===== src/rtl/draw_sequencer_pkg.sv =====
// draw_sequencer_pkg: shared state encoding, bus widths and index-width helper
package draw_sequencer_pkg;
  typedef enum logic [1:0] {IDLE = 2'd0, DRAW = 2'd1, GAP = 2'd2} state_t;
  localparam int X_W = 8;
  localparam int Y_W = 7;
  localparam int COLOUR_W = 9;
  function automatic int idx_w(input int n);
    return (n > 1) ? $clog2(n) : 1;
  endfunction
endpackage


===== src/rtl/draw_sequencer_if.sv =====
// draw_sequencer_if: drawer-side and VGA-side buses of the draw sequencer
interface draw_sequencer_if import draw_sequencer_pkg::*; #(parameter int NUM_SRC = 4);
  logic [NUM_SRC-1:0] draw_req;
  logic [NUM_SRC-1:0] src_done;
  logic [NUM_SRC*X_W-1:0] src_x;
  logic [NUM_SRC*Y_W-1:0] src_y;
  logic [NUM_SRC*COLOUR_W-1:0] src_colour;
  logic [NUM_SRC-1:0] src_enable;
  logic [X_W-1:0] x;
  logic [Y_W-1:0] y;
  logic [COLOUR_W-1:0] colour;
  logic plot;
  logic busy;
  logic [NUM_SRC-1:0] draw_done;
  modport master (
    output draw_req, src_done, src_x, src_y, src_colour,
    input  src_enable, x, y, colour, plot, busy, draw_done
  );
  modport slave (
    input  draw_req, src_done, src_x, src_y, src_colour,
    output src_enable, x, y, colour, plot, busy, draw_done
  );
endinterface


===== src/rtl/draw_sequencer_arbiter.sv =====
// draw_priority_arbiter: fixed-priority pick of the lowest set request bit
module draw_priority_arbiter import draw_sequencer_pkg::*; #(
  parameter int N  = 4,
  parameter int IW = idx_w(N)
) (
  input  logic [N-1:0]  req,
  output logic [N-1:0]  grant,
  output logic [IW-1:0] idx,
  output logic          req_any
);
  always_comb begin
    grant = req & (~req + N'(1));
    idx = '0;
    for (int i = N - 1; i >= 0; i--) idx = req[i] ? IW'(i) : idx;
    req_any = |req;
  end
endmodule


===== src/rtl/draw_sequencer.sv =====
// draw_sequencer: serialises redraw requests onto one VGA port, one drawer at a time
module draw_sequencer import draw_sequencer_pkg::*; #(
  parameter int NUM_SRC = 4,
  parameter int WARMUP  = 2
) (
  input logic clk,
  input logic reset,
  draw_sequencer_if.slave bus
);
  localparam int IW = idx_w(NUM_SRC);
  localparam int WW = idx_w(WARMUP + 1);
  state_t state, nstate;
  logic [NUM_SRC-1:0] pending, grant, act_oh, done_q;
  logic [IW-1:0] active, gidx;
  logic [WW-1:0] warm;
  logic req_any, warm_full, act_done, fin, load;
  draw_priority_arbiter #(.N(NUM_SRC), .IW(IW)) u_arb (
    .req(pending), .grant(grant), .idx(gidx), .req_any(req_any)
  );
  assign act_oh    = NUM_SRC'(1) << active;
  assign warm_full = warm == WW'(WARMUP);
  assign act_done  = bus.src_done[active];
  // a done seen before the pipeline is warm belongs to the previous draw
  assign fin       = state == DRAW && warm_full && act_done;
  assign load      = state != DRAW && req_any;
  always_comb begin
    nstate = state == DRAW ? (fin ? GAP : DRAW) : (req_any ? DRAW : IDLE);
    bus.src_enable = (state == DRAW && !act_done) ? act_oh : '0;
    bus.plot   = state == DRAW && warm_full;
    bus.x      = state == DRAW ? bus.src_x[active*X_W +: X_W] : '0;
    bus.y      = state == DRAW ? bus.src_y[active*Y_W +: Y_W] : '0;
    bus.colour = state == DRAW ? bus.src_colour[active*COLOUR_W +: COLOUR_W] : '0;
    bus.busy   = state != IDLE || |pending;
    bus.draw_done = done_q;
  end
  always_ff @(posedge clk or posedge reset) begin
    if (reset) begin
      state   <= IDLE;
      pending <= '0;
      active  <= '0;
      warm    <= '0;
      done_q  <= '0;
    end else begin
      state   <= nstate;
      pending <= (pending & ~(load ? grant : '0)) | bus.draw_req;
      active  <= load ? gidx : active;
      warm    <= load ? '0 : (state == DRAW && !warm_full) ? warm + 1'b1 : warm;
      done_q  <= fin ? act_oh : '0;
    end
  end
endmodule

===== src/flat_wrapper.sv =====
// flat-port wrapper written by rule: the top's interface ports become plain ports
module draw_sequencer_flat import draw_sequencer_pkg::*;
#(
  parameter int NUM_SRC = 4,
  parameter int WARMUP  = 2
)
  (clk, reset, bus_draw_req, bus_src_done, bus_src_x, bus_src_y, bus_src_colour, bus_src_enable, bus_x, bus_y, bus_colour, bus_plot, bus_busy, bus_draw_done);
  draw_sequencer_if #(.NUM_SRC(NUM_SRC)) bus_i ();
  input logic clk;
  input logic reset;
  input wire logic [$bits(bus_i.draw_req)-1:0] bus_draw_req;
  input wire logic [$bits(bus_i.src_done)-1:0] bus_src_done;
  input wire logic [$bits(bus_i.src_x)-1:0] bus_src_x;
  input wire logic [$bits(bus_i.src_y)-1:0] bus_src_y;
  input wire logic [$bits(bus_i.src_colour)-1:0] bus_src_colour;
  output wire logic [$bits(bus_i.src_enable)-1:0] bus_src_enable;
  output wire logic [$bits(bus_i.x)-1:0] bus_x;
  output wire logic [$bits(bus_i.y)-1:0] bus_y;
  output wire logic [$bits(bus_i.colour)-1:0] bus_colour;
  output wire logic [$bits(bus_i.plot)-1:0] bus_plot;
  output wire logic [$bits(bus_i.busy)-1:0] bus_busy;
  output wire logic [$bits(bus_i.draw_done)-1:0] bus_draw_done;
  assign bus_i.draw_req = bus_draw_req;
  assign bus_i.src_done = bus_src_done;
  assign bus_i.src_x = bus_src_x;
  assign bus_i.src_y = bus_src_y;
  assign bus_i.src_colour = bus_src_colour;
  assign bus_src_enable = bus_i.src_enable;
  assign bus_x = bus_i.x;
  assign bus_y = bus_i.y;
  assign bus_colour = bus_i.colour;
  assign bus_plot = bus_i.plot;
  assign bus_busy = bus_i.busy;
  assign bus_draw_done = bus_i.draw_done;
  draw_sequencer #(.NUM_SRC(NUM_SRC), .WARMUP(WARMUP)) u_core (.clk(clk), .reset(reset), .bus(bus_i));
endmodule

===== config.mk =====
export PLATFORM = sky130hd
export DESIGN_NAME = draw_sequencer_flat
export DESIGN_NICKNAME = d
export VERILOG_FILES = /design/src/rtl/draw_sequencer_pkg.sv /design/src/rtl/draw_sequencer_if.sv /design/src/rtl/draw_sequencer_arbiter.sv /design/src/rtl/draw_sequencer.sv /design/src/flat_wrapper.sv
export SDC_FILE = /design/constraint.sdc
export NUM_CORES = 1
export LEC_CHECK = 0
export ABC_AREA = 0
export BUFFER_PORTS_ARGS = -buffer_cell sky130_fd_sc_hd__buf_2
export CELL_PAD_IN_SITES_DETAIL_PLACEMENT = 0
export CELL_PAD_IN_SITES_GLOBAL_PLACEMENT = 1
export CORE_MARGIN = 8
export CORE_UTILIZATION = 25
export DETAILED_ROUTE_END_ITERATION = 10
export HOLD_SLACK_MARGIN = 0.08
export PLACE_DENSITY = 0.87
export SYNTH_ARGS = -nofsm -noshare
export SYNTH_HDL_FRONTEND = slang
export SYNTH_SLANG_ARGS = --single-unit

===== constraint.sdc =====
create_clock -name clk -period 2 [get_ports clk]
set_clock_uncertainty 0.15 [all_clocks]
set_input_delay 0.3 -clock clk [delete_from_list [all_inputs] [get_ports clk]]
set_output_delay 0.3 -clock clk [all_outputs]
set_load 0.005 [all_outputs]

# ---- Word level (Yosys, flattened, before mapping)
# Cells that the tools add are included.
dict set report word_totals {
  register_bits 14
  in_bits 106
  out_inout_bits 34
  word_cells 50
}
dict set report classes {
  n_addsub 2
  multipliers 2
  magnitude_cmp 1
  eq_ne 3
  n_shift 4
  n_mux 17
  bitwise 5
  reduce_logical 11
}
# op count
set ops {}
lappend ops {{36-bit by 7-bit indexed part select with 9-bit output} 1}
lappend ops {{32-bit by 6-bit indexed part select with 8-bit output} 1}
lappend ops {{28-bit by 6-bit indexed part select with 7-bit output} 1}
lappend ops {{2-bit two-way mux} 8}
lappend ops {{4-bit two-way mux} 3}
lappend ops {{9-bit two-way mux} 1}
lappend ops {{4-bit bitwise AND} 2}
lappend ops {{8-bit two-way mux} 1}
lappend ops {{4-bit NOT} 2}
lappend ops {{7-bit two-way mux} 1}
lappend ops {{2-bit by 4-bit multiplier with 6-bit output, second input constant} 1}
lappend ops {{1-bit logical AND} 5}
lappend ops {{2-bit by 3-bit multiplier with 5-bit output, second input constant} 1}
lappend ops {{4-bit by 1-bit adder with 4-bit output, second input constant} 1}
lappend ops {{4-bit OR} 1}
lappend ops {{2-bit nonzero test} 2}
lappend ops {{4-bit OR reduction} 1}
lappend ops {{1-bit by 2-bit << shifter with 4-bit output, first input constant} 1}
lappend ops {{2-bit by 3-bit < comparator with 1-bit output, second input constant} 1}
lappend ops {{2-bit by 1-bit adder with 2-bit output, second input constant} 1}
lappend ops {{1-bit binary-select mux with 2-bit select} 1}
lappend ops {{2-bit by 1-bit == test with 1-bit output, second input constant} 1}
lappend ops {{2-bit == test, second input constant} 1}
lappend ops {{1-bit logical NOT} 2}
lappend ops {{other kinds (3)} 4}

# ---- Depth between registers and ports, before layout
dict set report logic_depth {
  word_depth 7
  depth_mapped 6
  depth_no_buf 6
}

# ---- By module
# From an unflattened synthesis, not the netlist that was laid out.
dict set report hier_totals {
  cells_unflattened 123
  hier_area_um2 1473.9
}
# module instances cells_per_inst area_per_inst_um2 seq_area_each_um2
set by_module_without_submodules {}
lappend by_module_without_submodules {draw_sequencer 1 113 1415.1 350.3}
lappend by_module_without_submodules {draw_priority_arbiter 1 10 58.8 0.0}

# ---- Worst setup path before layout
# Ideal clock, no wire load.
dict set report synth_timing {
  path_kind {register -> output}
  start {register u_core.active[0]}
  end {output bus_colour[0]}
  arrival_time_ns 1.255
  required_ns 1.550
  path_slack_ns 0.295
  path_stages_with_launch 5
  n_path_buf 2
  path_cell_list {dfrtp_1 -> buf_6 -> buf_12 -> mux4_2 -> and2_1}
}
dict set report synth_via {
  elab_chain_len 3
}
# element line_no
set synth_rtl {}
lappend synth_rtl {{start, declared} draw_sequencer.sv:14} ;# logic [IW-1:0] active, gidx;
lappend synth_rtl {{start signal, assigned} draw_sequencer.sv:46} ;# active <= load ? gidx : active;
lappend synth_rtl {{2-bit by 4-bit multiplier with 6-bit output} draw_sequencer.sv:32} ;# bus.colour = state == DRAW ? bus.src_colour[active*COLOUR_W +: COLOUR_W] : '0;
lappend synth_rtl {{36-bit by 7-bit indexed part select with 9-bit output} draw_sequencer.sv:32}
lappend synth_rtl {{9-bit two-way mux} draw_sequencer.sv:32}
lappend synth_rtl {{end, declared} flat_wrapper.sv:19} ;# output wire logic [$bits(bus_i.colour)-1:0] bus_colour;
# No other way between the ends.

# ---- Final worst setup path
dict set report layout_timing {
  start {register u_core.active[0]}
  end {output bus_x[5]}
}
dict set report layout_via {
  elab_chain_len 2
}
# element line_no
set layout_rtl {}
lappend layout_rtl {{32-bit by 6-bit indexed part select with 8-bit output} draw_sequencer.sv:30} ;# bus.x = state == DRAW ? bus.src_x[active*X_W +: X_W] : '0;
lappend layout_rtl {{8-bit two-way mux} draw_sequencer.sv:30}
lappend layout_rtl {{end, declared} flat_wrapper.sv:17} ;# output wire logic [$bits(bus_i.x)-1:0] bus_x;
# No other way between the ends.

==> run summary <==
VDD sags by at most 636 uV. The initial antenna violation count is 0. The maximum clock rate is around 0.48 GHz.

The number of buffers on the longest clock path came out at 2. The netlist area before placement is 1440 um^2. The root buffer cell is sky130_fd_sc_hd__clkbuf_8.

After detailed routing, the number of remaining DRC violations is 0. The maximum number of pins on one net before global-route repair is 25. The share of the cycle needed by the critical path after routing came out at 105%.

The startpoint identified for the worst register-to-register timing path is u_core.active[0]. The power density over the cells is 1450 nW/um^2. The standby leakage power is 0.00120 uW. Summed over all nets, the half-perimeter wirelength after detailed placement is ~5200 um.

The post-synthesis net count came out at ~220. The average cell area after synthesis came out at 12.3 um^2. The fraction of registers with async set or reset after synthesis came out at 100%. For the final routed database, the setup TNS stands at -1.90 ns. The simple-gate share of the synthesized area came out at between 20% and 30%. The portion of synthesized area spent on multiplexers is 39.7%. The worst setup path is of the flop to primary output kind.

After floorplanning, the core was sized to cover 5540 um^2. The number of nets in the layout is 367. The non-filler instance count after layout came out at between 300 and 400.

TritonCTS built the clock tree. The destination of the worst hold path is u_core.pending[1]. The area fraction in compound gates after synthesis is 6.45%. In this run the most critical hold path is launched from bus_draw_req[1]. Sequential cells were found to cover about a quarter of the synthesized design area. The fraction of synthesized cell area taken by the top area cell type came out at 36.1%.

The headroom to the max-slew limit is between 60% and 70%. Counting instances, the worst hold path has a depth of 2. The die is roughly 90 um wide. The commonest cells after synthesis are sky130_fd_sc_hd__and2_1, sky130_fd_sc_hd__mux4_2, sky130_fd_sc_hd__dfrtp_1.

The required time of the critical path came out at around 1.6 ns. The antenna diode count is 0. Across all hold checks on the routed design, the worst slack comes to 0.0927 ns. The checks that failed: negative setup slack. The die is just over 90 um tall. The via count is 1574. The synthesized instance count came out at 117. Yosys attributes the largest share of cell area to sky130_fd_sc_hd__mux4_2, sky130_fd_sc_hd__dfrtp_1, sky130_fd_sc_hd__and2_1. The setup fix buffers added after clock tree synthesis is 0. Dividing the detail-routed wire length by the instance count gives 18.8 um. Counting flops with a built-in enable in the synthesized netlist gives 0. The final worst setup slack came out at -0.102 ns.

The final estimated routing congestion in global placement came out at slightly below 0.9. At the later pin of the worst-skew pair, clock insertion delay measures 0.24 ns. The flip-flop cell with the highest count after synthesis is sky130_fd_sc_hd__dfrtp_1. The placement-stage worst setup slack came out at 0.0948 ns. The number of distinct standard cells referenced by the synthesized netlist is 29.

Yosys instantiated no cell more often than sky130_fd_sc_hd__and2_1. The logic depth of the worst register-to-register path came out at 4. The share of synthesized cell area in full adder, half adder and majority cells came out at less than 1%.

The number of clock sinks came out at 14. The number of global-route vias before repair was 1784. The shortest clock period the worst path allows after layout came out at ~2.1 ns. Pin placement for this block handled 140 I/O pins. The post-synthesis sequential element count is 14. The category of the worst setup path capture point is a primary output.

The layout-stage area growth over the synthesis result is 68.0%. Setup repair after global routing could not meet its margin everywhere. For the worst setup path, the data arrival time is 1.65 ns. The capturing point of the worst reg2reg path is u_core.state[0]. The synthesized design spends more area on one cell type than any other, namely sky130_fd_sc_hd__mux4_2. Row generation in the floorplan step produced 27 rows.

The final number of hold-violating endpoints came out at 0. The type of element launching the critical path is a flop. The post-synthesis xor/xnor area fraction came out at 0%. The total overflow left after global routing is 0. The CTS buffer count came out at 3.

The count of buffers from port buffering came out at 139. The floorplan die area came out at 8430 um^2. The total count of max-transition violations in the final report came out at 0.

The slew at the pin closest to its max-slew limit came out at between 0.5 and 0.6 ns. The run finished, with violations left. Tracing the worst setup path back leads to its startpoint at u_core.active[0].

The via density per instance is around 4.8. The number of iterations in the first detailed-routing pass is 4. The global-route wire length before repair is 9400 um.

The fraction of layout instances using a drive strength above 1 is 74.5%. The post-placement cell count is 324. Clock-pin slew was measured on the worst setup and hold paths at 0.06 ns. The total of warnings raised by yosys came out at 0. The count of nets left with antenna violations once routing finished came out at 0. CTS built an H-tree with a depth of 1. The path class of the tightest hold or removal check is input port to flop.

The initial cell density of the core came out at approximately 26%. The total global-route track usage is approximately 14%. The iteration-0 DRC count of the detailed router came out at 67. The setup slack of the worst register-to-register path is 0.35 ns. The aggregate routed wire length came out at 6220 um.

Along the worst path, the maximum fanout reaches 11. The final number of setup-violating endpoints is 24. After synthesis, the largest family of logic cells by area is multiplexers. The number of max-cap violations is 0.
[worst max-delay path by stage]
stage	endpoint	slack, ns	cells past startpoint
floorplan	bus_colour[0]	0.30	4
detailed placement	bus_x[6]	0.09	4
finish	bus_x[5]	-0.10	4
global route	bus_x[6]	-0.18	4
CTS	bus_x[6]	-0.13	4
global placement	bus_x[6]	0.14	4
[per-layer routing]
metal	up-vias	global-route usage, %	share of wire, %
li1	728	-	-
met4	0	2.55	0
met1	757	15.3	38
met2	89	26.2	53
met3	0	3.67	9.0
met5	-	0	0
[area by class of cell]
type / instances / area, um^2
Clock buffer: 4 / 55.1
Fill cell: 563 / 3130
Inverter: 5 / 18.8
Multi-Input combinational cell: 86 / 998
Sequential cell: 14 / 352
Tap cell: 72 / 90.1
Timing Repair Buffer: 150 / 900
[cells in the final DEF (no fill, tap or decap), types with 2 or more instances in the layout]
cell | netlist | layout
sky130_fd_sc_hd__buf_12 | 2 | 2
sky130_fd_sc_hd__and4b_1 | 2 | 2
sky130_fd_sc_hd__a21o_1 | 2 | 2
sky130_fd_sc_hd__dfrtp_1 | 14 | 13
sky130_fd_sc_hd__buf_2 | 3 | 126
sky130_fd_sc_hd__nand2_1 | 3 | 3
sky130_fd_sc_hd__buf_6 | 2 | 13
sky130_fd_sc_hd__nand3_1 | 2 | 2
sky130_fd_sc_hd__clkbuf_8 | 0 | 4
sky130_fd_sc_hd__nor4b_1 | 3 | 3
sky130_fd_sc_hd__dlygate4sd3_1 | 0 | 3
sky130_fd_sc_hd__o22a_1 | 2 | 2
sky130_fd_sc_hd__inv_1 | 5 | 5
sky130_fd_sc_hd__nand2b_1 | 3 | 3
sky130_fd_sc_hd__o21ai_0 | 2 | 2
sky130_fd_sc_hd__and2_4 | 1 | 14
sky130_fd_sc_hd__mux4_2 | 23 | 25
sky130_fd_sc_hd__nor2_1 | 7 | 7
sky130_fd_sc_hd__and2_1 | 24 | 11
sky130_fd_sc_hd__buf_4 | 0 | 5
[metrics by stage]
step           power [uW]  cell area (um^2)  util (%)
3_3_place_gp         2730              2210      40.0
4_1_cts              3260              2340      42.2
3_5_place_dp         2770              2210      40.0
6_report             3490              2410      43.6
5_1_grt              3760              2410      43.6
2_1_floorplan        1940              1440         -
[report_power, final]
| group | total (uW) | internal, uW | switching [uW] |
|---|---|---|---|
| logic | 2790 | 1710 | 1080 |
| registers | 434 | 368 | 66.2 |
| clock network | 270 | 174 | 96.3 |
| total | 3490 | 2250 | 1240 |
[worst max-delay path, cell delays in order (launching register included)]
cell                      delay (ns)
sky130_fd_sc_hd__dfrtp_2        0.43
sky130_fd_sc_hd__buf_12         0.17
sky130_fd_sc_hd__mux4_2         0.51
sky130_fd_sc_hd__and2_1         0.17
sky130_fd_sc_hd__buf_2          0.12
[sequential cells by signal, summed over array words and instances, names as in the netlist]
signal and cells:
u_core.pending 4, u_core.state 2, u_core.bus.draw_done 4, u_core.active 2
u_core.warm 2
[kinds of logic after synthesis]
group,Yosys count
fa+ha+maj,1
simple gates,49
compound gates,11
mux,25
buf+inv,17
flops,14
[timing repair]
item / 4_1_cts / 5_1_grt
gates resized for setup: 13 / 17
endpoints found under the hold margin: 16 / 0
hold buffers: 3 / 0
endpoints found under the setup margin: 24 / 24
(Power assumes the default switching activity.)
